`src/rtl/vram_line_fetcher_if.sv`:
```
`default_nettype none
// ============================================================================
// Module      : vram_line_fetcher_if
// Description : Bundles the signals between the scanline fetch sequencer and
//               its surroundings: the video timing generator (line_start_i,
//               line_base_i), the VRAM controller video port (vram_addr_o,
//               vram_data_i), the double-buffered line buffer write side
//               (lb_we_o, lb_bank_o, lb_addr_o, lb_data_o) and status
//               (busy_o, done_o, overrun_o, overrun_clr_i).
//               slave  : the fetcher itself.
//               master : the environment driving and observing the fetcher.
// Revision    : 1.0 - initial release
// ============================================================================
interface vram_line_fetcher_if #(
    parameter int LB_AW = 7
);
    logic             line_start_i;
    logic [14:0]      line_base_i;
    logic [14:0]      vram_addr_o;
    logic [31:0]      vram_data_i;
    logic             lb_we_o;
    logic             lb_bank_o;
    logic [LB_AW-1:0] lb_addr_o;
    logic [31:0]      lb_data_o;
    logic             busy_o;
    logic             done_o;
    logic             overrun_o;
    logic             overrun_clr_i;

    modport slave (
        input  line_start_i, line_base_i, vram_data_i, overrun_clr_i,
        output vram_addr_o, lb_we_o, lb_bank_o, lb_addr_o, lb_data_o,
               busy_o, done_o, overrun_o
    );

    modport master (
        output line_start_i, line_base_i, vram_data_i, overrun_clr_i,
        input  vram_addr_o, lb_we_o, lb_bank_o, lb_addr_o, lb_data_o,
               busy_o, done_o, overrun_o
    );
endinterface
`default_nettype wire

```
`src/rtl/vram_line_fetcher.sv`:
```
`default_nettype none
// ============================================================================
// Module      : vram_line_fetcher
// Description : Scanline fetch sequencer. On a line-start pulse it issues
//               WORDS_PER_LINE consecutive VRAM word addresses from the
//               sampled base, captures the read data (one cycle registered
//               latency at the VRAM port) and writes it into the currently
//               selected bank of a double-buffered line buffer.
// Ports       : wb_clk_i   - clock, rising edge
//               wb_reset_i - asynchronous active-low reset
//               bus        - vram_line_fetcher_if.slave (fetch request,
//                            VRAM port, line buffer write port, status)
// Revision    : 1.0 - initial release
// ============================================================================
module vram_line_fetcher #(
    parameter int WORDS_PER_LINE = 80,
    parameter int LB_AW          = 7
) (
    input  wire logic          wb_clk_i,
    input  wire logic          wb_reset_i,
    vram_line_fetcher_if.slave bus
);

    localparam logic [LB_AW-1:0] c_LAST = LB_AW'(WORDS_PER_LINE - 1);

    typedef enum logic [1:0] {
        ST_IDLE  = 2'd0,
        ST_ISSUE = 2'd1,
        ST_DRAIN = 2'd2,
        ST_DONE  = 2'd3
    } state_t;

    state_t           r_state;
    state_t           w_next;

    logic [14:0]      r_vram_addr;
    logic [LB_AW-1:0] r_cnt;
    // Read pipeline: r_rd_valid/r_rd_idx describe the word that is on
    // vram_data_i this cycle; the lb_* registers are the second stage.
    logic             r_rd_valid;
    logic [LB_AW-1:0] r_rd_idx;
    logic             r_lb_we;
    logic [LB_AW-1:0] r_lb_addr;
    logic [31:0]      r_lb_data;
    logic             r_bank;
    logic             r_busy;
    logic             r_done;
    logic             r_overrun;

    logic             w_start;
    logic             w_abort;
    logic             w_last_issue;
    logic             w_capture;

    // ------------------------------------------------------------------
    // Next-state logic
    // ------------------------------------------------------------------
    always_comb begin
        w_start      = bus.line_start_i;
        w_abort      = bus.line_start_i &&
                       ((r_state == ST_ISSUE) || (r_state == ST_DRAIN));
        w_last_issue = (r_cnt == c_LAST);
        // A restart flushes whatever is in flight for the old bank.
        w_capture    = r_rd_valid && !w_abort;
        w_next       = r_state;

        if (w_start) begin
            w_next = ST_ISSUE;
        end else begin
            case (r_state)
                ST_IDLE:  w_next = ST_IDLE;
                ST_ISSUE: if (w_last_issue) w_next = ST_DRAIN;
                // The last read has been captured once nothing is
                // left in the first pipeline stage.
                ST_DRAIN: if (!r_rd_valid) w_next = ST_DONE;
                ST_DONE:  w_next = ST_IDLE;
                default:  w_next = ST_IDLE;
            endcase
        end
    end

    // ------------------------------------------------------------------
    // State register
    // ------------------------------------------------------------------
    always_ff @(posedge wb_clk_i or negedge wb_reset_i) begin
        if (!wb_reset_i) begin
            r_state <= ST_IDLE;
        end else begin
            r_state <= w_next;
        end
    end

    // ------------------------------------------------------------------
    // Address walk, read pipeline and status registers
    // ------------------------------------------------------------------
    always_ff @(posedge wb_clk_i or negedge wb_reset_i) begin
        if (!wb_reset_i) begin
            r_vram_addr <= '0;
            r_cnt       <= '0;
            r_rd_valid  <= 1'b0;
            r_rd_idx    <= '0;
            r_lb_we     <= 1'b0;
            r_lb_addr   <= '0;
            r_lb_data   <= '0;
            r_bank      <= 1'b0;
            r_busy      <= 1'b0;
            r_done      <= 1'b0;
            r_overrun   <= 1'b0;
        end else begin
            if (w_start) begin
                r_vram_addr <= bus.line_base_i;
                r_cnt       <= '0;
                r_bank      <= ~r_bank;
            end else if ((r_state == ST_ISSUE) && !w_last_issue) begin
                // 15-bit add wraps 0x7FFF -> 0x0000 naturally.
                r_vram_addr <= r_vram_addr + 15'd1;
                r_cnt       <= r_cnt + LB_AW'(1);
            end

            r_rd_valid <= (r_state == ST_ISSUE) && !w_start;
            r_rd_idx   <= r_cnt;

            r_lb_we <= w_capture;
            if (w_capture) begin
                r_lb_addr <= r_rd_idx;
                r_lb_data <= bus.vram_data_i;
            end

            r_busy <= (w_next == ST_ISSUE) || (w_next == ST_DRAIN);
            r_done <= (w_next == ST_DONE);

            // Set has priority over clear.
            if (w_abort) begin
                r_overrun <= 1'b1;
            end else if (bus.overrun_clr_i) begin
                r_overrun <= 1'b0;
            end
        end
    end

    assign bus.vram_addr_o = r_vram_addr;
    assign bus.lb_we_o     = r_lb_we;
    assign bus.lb_bank_o   = r_bank;
    assign bus.lb_addr_o   = r_lb_addr;
    assign bus.lb_data_o   = r_lb_data;
    assign bus.busy_o      = r_busy;
    assign bus.done_o      = r_done;
    assign bus.overrun_o   = r_overrun;

endmodule
`default_nettype wire

```
`src/flat_wrapper.sv`:
```
// flat-port wrapper written by rule: the top's interface ports become plain ports
module vram_line_fetcher_flat 
#(
    parameter int WORDS_PER_LINE = 80,
    parameter int LB_AW          = 7
)
  (wb_clk_i, wb_reset_i, bus_line_start_i, bus_line_base_i, bus_vram_data_i, bus_overrun_clr_i, bus_vram_addr_o, bus_lb_we_o, bus_lb_bank_o, bus_lb_addr_o, bus_lb_data_o, bus_busy_o, bus_done_o, bus_overrun_o);
  vram_line_fetcher_if #(.LB_AW(LB_AW)) bus_i ();
  input  wire logic wb_clk_i;
  input  wire logic wb_reset_i;
  input wire logic [$bits(bus_i.line_start_i)-1:0] bus_line_start_i;
  input wire logic [$bits(bus_i.line_base_i)-1:0] bus_line_base_i;
  input wire logic [$bits(bus_i.vram_data_i)-1:0] bus_vram_data_i;
  input wire logic [$bits(bus_i.overrun_clr_i)-1:0] bus_overrun_clr_i;
  output wire logic [$bits(bus_i.vram_addr_o)-1:0] bus_vram_addr_o;
  output wire logic [$bits(bus_i.lb_we_o)-1:0] bus_lb_we_o;
  output wire logic [$bits(bus_i.lb_bank_o)-1:0] bus_lb_bank_o;
  output wire logic [$bits(bus_i.lb_addr_o)-1:0] bus_lb_addr_o;
  output wire logic [$bits(bus_i.lb_data_o)-1:0] bus_lb_data_o;
  output wire logic [$bits(bus_i.busy_o)-1:0] bus_busy_o;
  output wire logic [$bits(bus_i.done_o)-1:0] bus_done_o;
  output wire logic [$bits(bus_i.overrun_o)-1:0] bus_overrun_o;
  assign bus_i.line_start_i = bus_line_start_i;
  assign bus_i.line_base_i = bus_line_base_i;
  assign bus_i.vram_data_i = bus_vram_data_i;
  assign bus_i.overrun_clr_i = bus_overrun_clr_i;
  assign bus_vram_addr_o = bus_i.vram_addr_o;
  assign bus_lb_we_o = bus_i.lb_we_o;
  assign bus_lb_bank_o = bus_i.lb_bank_o;
  assign bus_lb_addr_o = bus_i.lb_addr_o;
  assign bus_lb_data_o = bus_i.lb_data_o;
  assign bus_busy_o = bus_i.busy_o;
  assign bus_done_o = bus_i.done_o;
  assign bus_overrun_o = bus_i.overrun_o;
  vram_line_fetcher #(.WORDS_PER_LINE(WORDS_PER_LINE), .LB_AW(LB_AW)) u_core (.wb_clk_i(wb_clk_i), .wb_reset_i(wb_reset_i), .bus(bus_i));
endmodule
```
`config.mk`:
```
export PLATFORM = sky130hd
export DESIGN_NAME = vram_line_fetcher_flat
export DESIGN_NICKNAME = d
export VERILOG_FILES = /design/src/rtl/vram_line_fetcher_if.sv /design/src/rtl/vram_line_fetcher.sv /design/src/flat_wrapper.sv
export SDC_FILE = /design/constraint.sdc
export NUM_CORES = 1
export LEC_CHECK = 0
export CORE_MARGIN = 3
export CORE_UTILIZATION = 60
export CTS_BUF_LIST = sky130_fd_sc_hd__clkbuf_4
export CTS_CLUSTER_DIAMETER = 100
export CTS_CLUSTER_SIZE = 30
export DETAILED_ROUTE_END_ITERATION = 10
export DONT_BUFFER_PORTS = 1
export HOLD_SLACK_MARGIN = 0.08
export PLACE_DENSITY = 0.76
export SLEW_MARGIN = 20
export SYNTH_ARGS = -nofsm -noshare
export SYNTH_HDL_FRONTEND = slang
export SYNTH_SLANG_ARGS = --single-unit
```
`constraint.sdc`:
```
create_clock -name wb_clk_i -period 4.8 [get_ports wb_clk_i]
set_clock_uncertainty 0.1 [all_clocks]
set_input_delay 1.44 -clock wb_clk_i [delete_from_list [all_inputs] [get_ports wb_clk_i]]
set_output_delay 1.44 -clock wb_clk_i [all_outputs]
set_load 0.1 [all_outputs]
```
==> results.sh <==
export IMPL_grt_use_total=0.190
export IMPL_worstPathRequired_ns=3.26
export IMPL_crit_path_end="bus_vram_addr_o[8]"
export IMPL_first_iter_violations=92
export IMPL_synthMuxAreaShare=0.142
export IMPL_hold_buffers=0
export IMPL_period_minus_slack_ns=2.99
export IMPL_status="completed"
export IMPL_syn2layout_area_growth_pct=4.33
export IMPL_cts_made_buffers=9
export IMPL_setup_tns_ns=0
export IMPL_syn_num_nets=312
export IMPL_grt_overflow=0
export IMPL_fin_crit_sh=0.622
export IMPL_drc=0
export IMPL_synth_xor_area_frac=0.0298
export IMPL_die_x_um=79.4
export IMPL_ys_async_sr_fraction=1.00
export IMPL_cts_tree="yes"
export IMPL_cp_start_kind="register"
export IMPL_clk_pin_slew_ns=0.12
export IMPL_hold_path_class="reg2reg"
export IMPL_avgSynthCellArea_um2=12.7
export IMPL_grt_max_degree=77
export IMPL_grt_pass1_vias=1854
export IMPL_tightest_slew_ns=1.02
export IMPL_fp_dieArea_mm2=0.00631
export IMPL_initial_utilization=0.625
export IMPL_final_cell_mix="76 x dfrtp_1, 39 x mux2_2, 13 x nor2_1"
export IMPL_worst_skew_pair_late_latency_ns=0.41
export IMPL_utilization=0.652
export IMPL_routedWlPerCell_um=17.2
export IMPL_r2r_start="u_core.bus.vram_addr_o[8]$_DFFE_PN0P_"
export IMPL_clock_path_buffers=2
export IMPL_cts_resized_gates=0
export IMPL_n_fill_cell=394
export IMPL_synth_fa_ha_area_frac=0.0271
export IMPL_layout_commonest_cell="dfrtp_1"
export IMPL_synth_compound_area_frac=0.0805
export IMPL_reg2reg_to="u_core.bus.vram_addr_o[14]$_DFFE_PN0P_"
export IMPL_place_congestion=0.788
export IMPL_drtPass1Iterations=5
export IMPL_max_cap_viol_count=0
export IMPL_finalWirelength_um=5660
export IMPL_cp_max_fo=7
export IMPL_critPathKind="reg2out"
export IMPL_cts_setup_buffers=0
export IMPL_antenna_found_initial=0
export IMPL_worstPathArrival_ns=1.45
export IMPL_portBuffers=0
export IMPL_synth_main_ff_cell="dfrtp_1"
export IMPL_timing_final_hold_violations=0
export IMPL_crit_start="u_core.bus.vram_addr_o[8]$_DFFE_PN0P_"
export IMPL_core_mm2=0.00517
export IMPL_ff2ff_setup_slack_ns=2.24
export IMPL_fin_nets=312
export IMPL_cts_root_buf="clkbuf_4"
export IMPL_critPathCaptureType="output port"
export IMPL_hpwl_um=3920
export IMPL_rr_worst_depth=4
export IMPL_clkSinkCount=76
export IMPL_ys_warn_count=0
export IMPL_vias=1933
export IMPL_rsz0062_at_grt="false"
export IMPL_synth_cells=254
export IMPL_ctsHtreeMaxLevel=3
export IMPL_crit_cells=0
export IMPL_drt_vias_per_instance=5.88
export IMPL_diodes=0
export IMPL_synth_edf_count=0
export IMPL_maxClockFrequency_mhz=335
export IMPL_synth_top_family_by_area="multiplexers"
export IMPL_netlist_area_mm2=0.00323
export IMPL_final_setup_viol_count=0
export IMPL_yosys_area_share_simple=0.104
export IMPL_drtAntennaViolNets=0
export IMPL_slew_violations=0
export IMPL_drive_gt1_frac=0.236
export IMPL_ys_seq_area_frac=0.588
export IMPL_grt_pass1_wl_um=9020
export IMPL_ys_ff_latch=76
export IMPL_yosys_cell_types_count=42
export IMPL_relSlewSlack=0.320
export IMPL_ioPinCount=110
export IMPL_rows=26
export IMPL_die_h_um=79.4
==> layout make-up <==
cell class / count / area, um^2 / share of cell area
well taps: 70 / 87.6 / 0.0260
flip-flops and latches: 76 / 1900 / 0.564
clock buffers: 9 / 67.6 / 0.0200
clock inverters: 7 / 42.5 / 0.0126
inverters: 9 / 33.8 / 0.0100
multi-input cells: 158 / 1240 / 0.368
==> layer usage <==
layer,GRT usage,vias to the layer above,share of wire
li1,-,905,-
met1,0.241,939,0.40
met2,0.280,82,0.47
met3,0.0880,7,0.11
met4,0.0825,0,0.014
met5,0,-,0
==> cells by family after synthesis <==
kind of cell / count (synthesis)
mux: 41
buf+inv: 20
compound gates: 38
xor+xnor: 11
flops: 76
fa+ha+maj: 7
simple gates: 61
==> cell usage after synthesis, types with 2 or more instances <==
cell type	number	area share
dfrtp_1	76	0.59
mux2_2	39	0.14
nand2_1	13	0.015
nor2_1	13	0.015
inv_1	9	0.010
o21ai_0	8	0.012
xor2_1	8	0.022
ha_1	7	0.027
nand3_1	7	0.011
a31oi_1	6	0.012
clkbuf_1	6	0.0070
o21ai_1	6	0.0093
nand4_1	4	0.0077
or3_1	4	0.0077
or4_1	4	0.0093
a21oi_1	3	0.0046
and3_1	3	0.0058
o211ai_1	3	0.0070
o31ai_1	3	0.0070
xnor2_1	3	0.0081
a2111oi_0	2	0.0054
and2_1	2	0.0039
buf_1	2	0.0023
buf_6	2	0.0070
mux2i_1	2	0.0062
nand2b_1	2	0.0039
nor2b_1	2	0.0039
==> registers in the layout, indices dropped and copies added (netlist names) <==
| name | cells |
|---|---|
| u_core.bus.busy_o | 1 |
| u_core.bus.done_o | 1 |
| u_core.bus.lb_addr_o | 7 |
| u_core.bus.lb_bank_o | 1 |
| u_core.bus.lb_data_o | 32 |
| u_core.bus.lb_we_o | 1 |
| u_core.bus.overrun_o | 1 |
| u_core.bus.vram_addr_o | 15 |
| u_core.r_cnt | 7 |
| u_core.r_rd_idx | 7 |
| u_core.r_rd_valid | 1 |
| u_core.r_state | 2 |
==> through the flow <==
stage               cells  instance area, um^2  hold slack (ns)  setup WS [ns]
floorplan             254                 3230            0.296           2.20
CTS                   329                 3370            0.346           1.79
detailed placement    313                 3260            0.319           1.94
global route          329                 3370            0.372           1.74
global placement      313                 3260            0.315           1.97
finish                329                 3370            0.347           1.81
==> worst min path at each step <==
stage | slack, ns | start | cells after the start | endpoint
4_1_cts | 0.35 | u_core.r_cnt[1]$_DFFE_PN0P_ | 0 | u_core.r_rd_idx[1]$_DFF_PN0_
5_1_grt | 0.37 | u_core.r_cnt[1]$_DFFE_PN0P_ | 0 | u_core.r_rd_idx[1]$_DFF_PN0_
3_3_place_gp | 0.31 | u_core.r_cnt[1]$_DFFE_PN0P_ | 0 | u_core.r_rd_idx[1]$_DFF_PN0_
6_report | 0.35 | u_core.r_cnt[1]$_DFFE_PN0P_ | 0 | u_core.r_rd_idx[1]$_DFF_PN0_
3_5_place_dp | 0.32 | u_core.r_cnt[1]$_DFFE_PN0P_ | 0 | u_core.r_rd_idx[1]$_DFF_PN0_
2_1_floorplan | 0.30 | u_core.r_cnt[6]$_DFFE_PN0P_ | 0 | u_core.r_rd_idx[6]$_DFF_PN0_
Power is not shown: default switching activity piles up to over one toggle a cycle in this logic, so the estimate is an artifact.
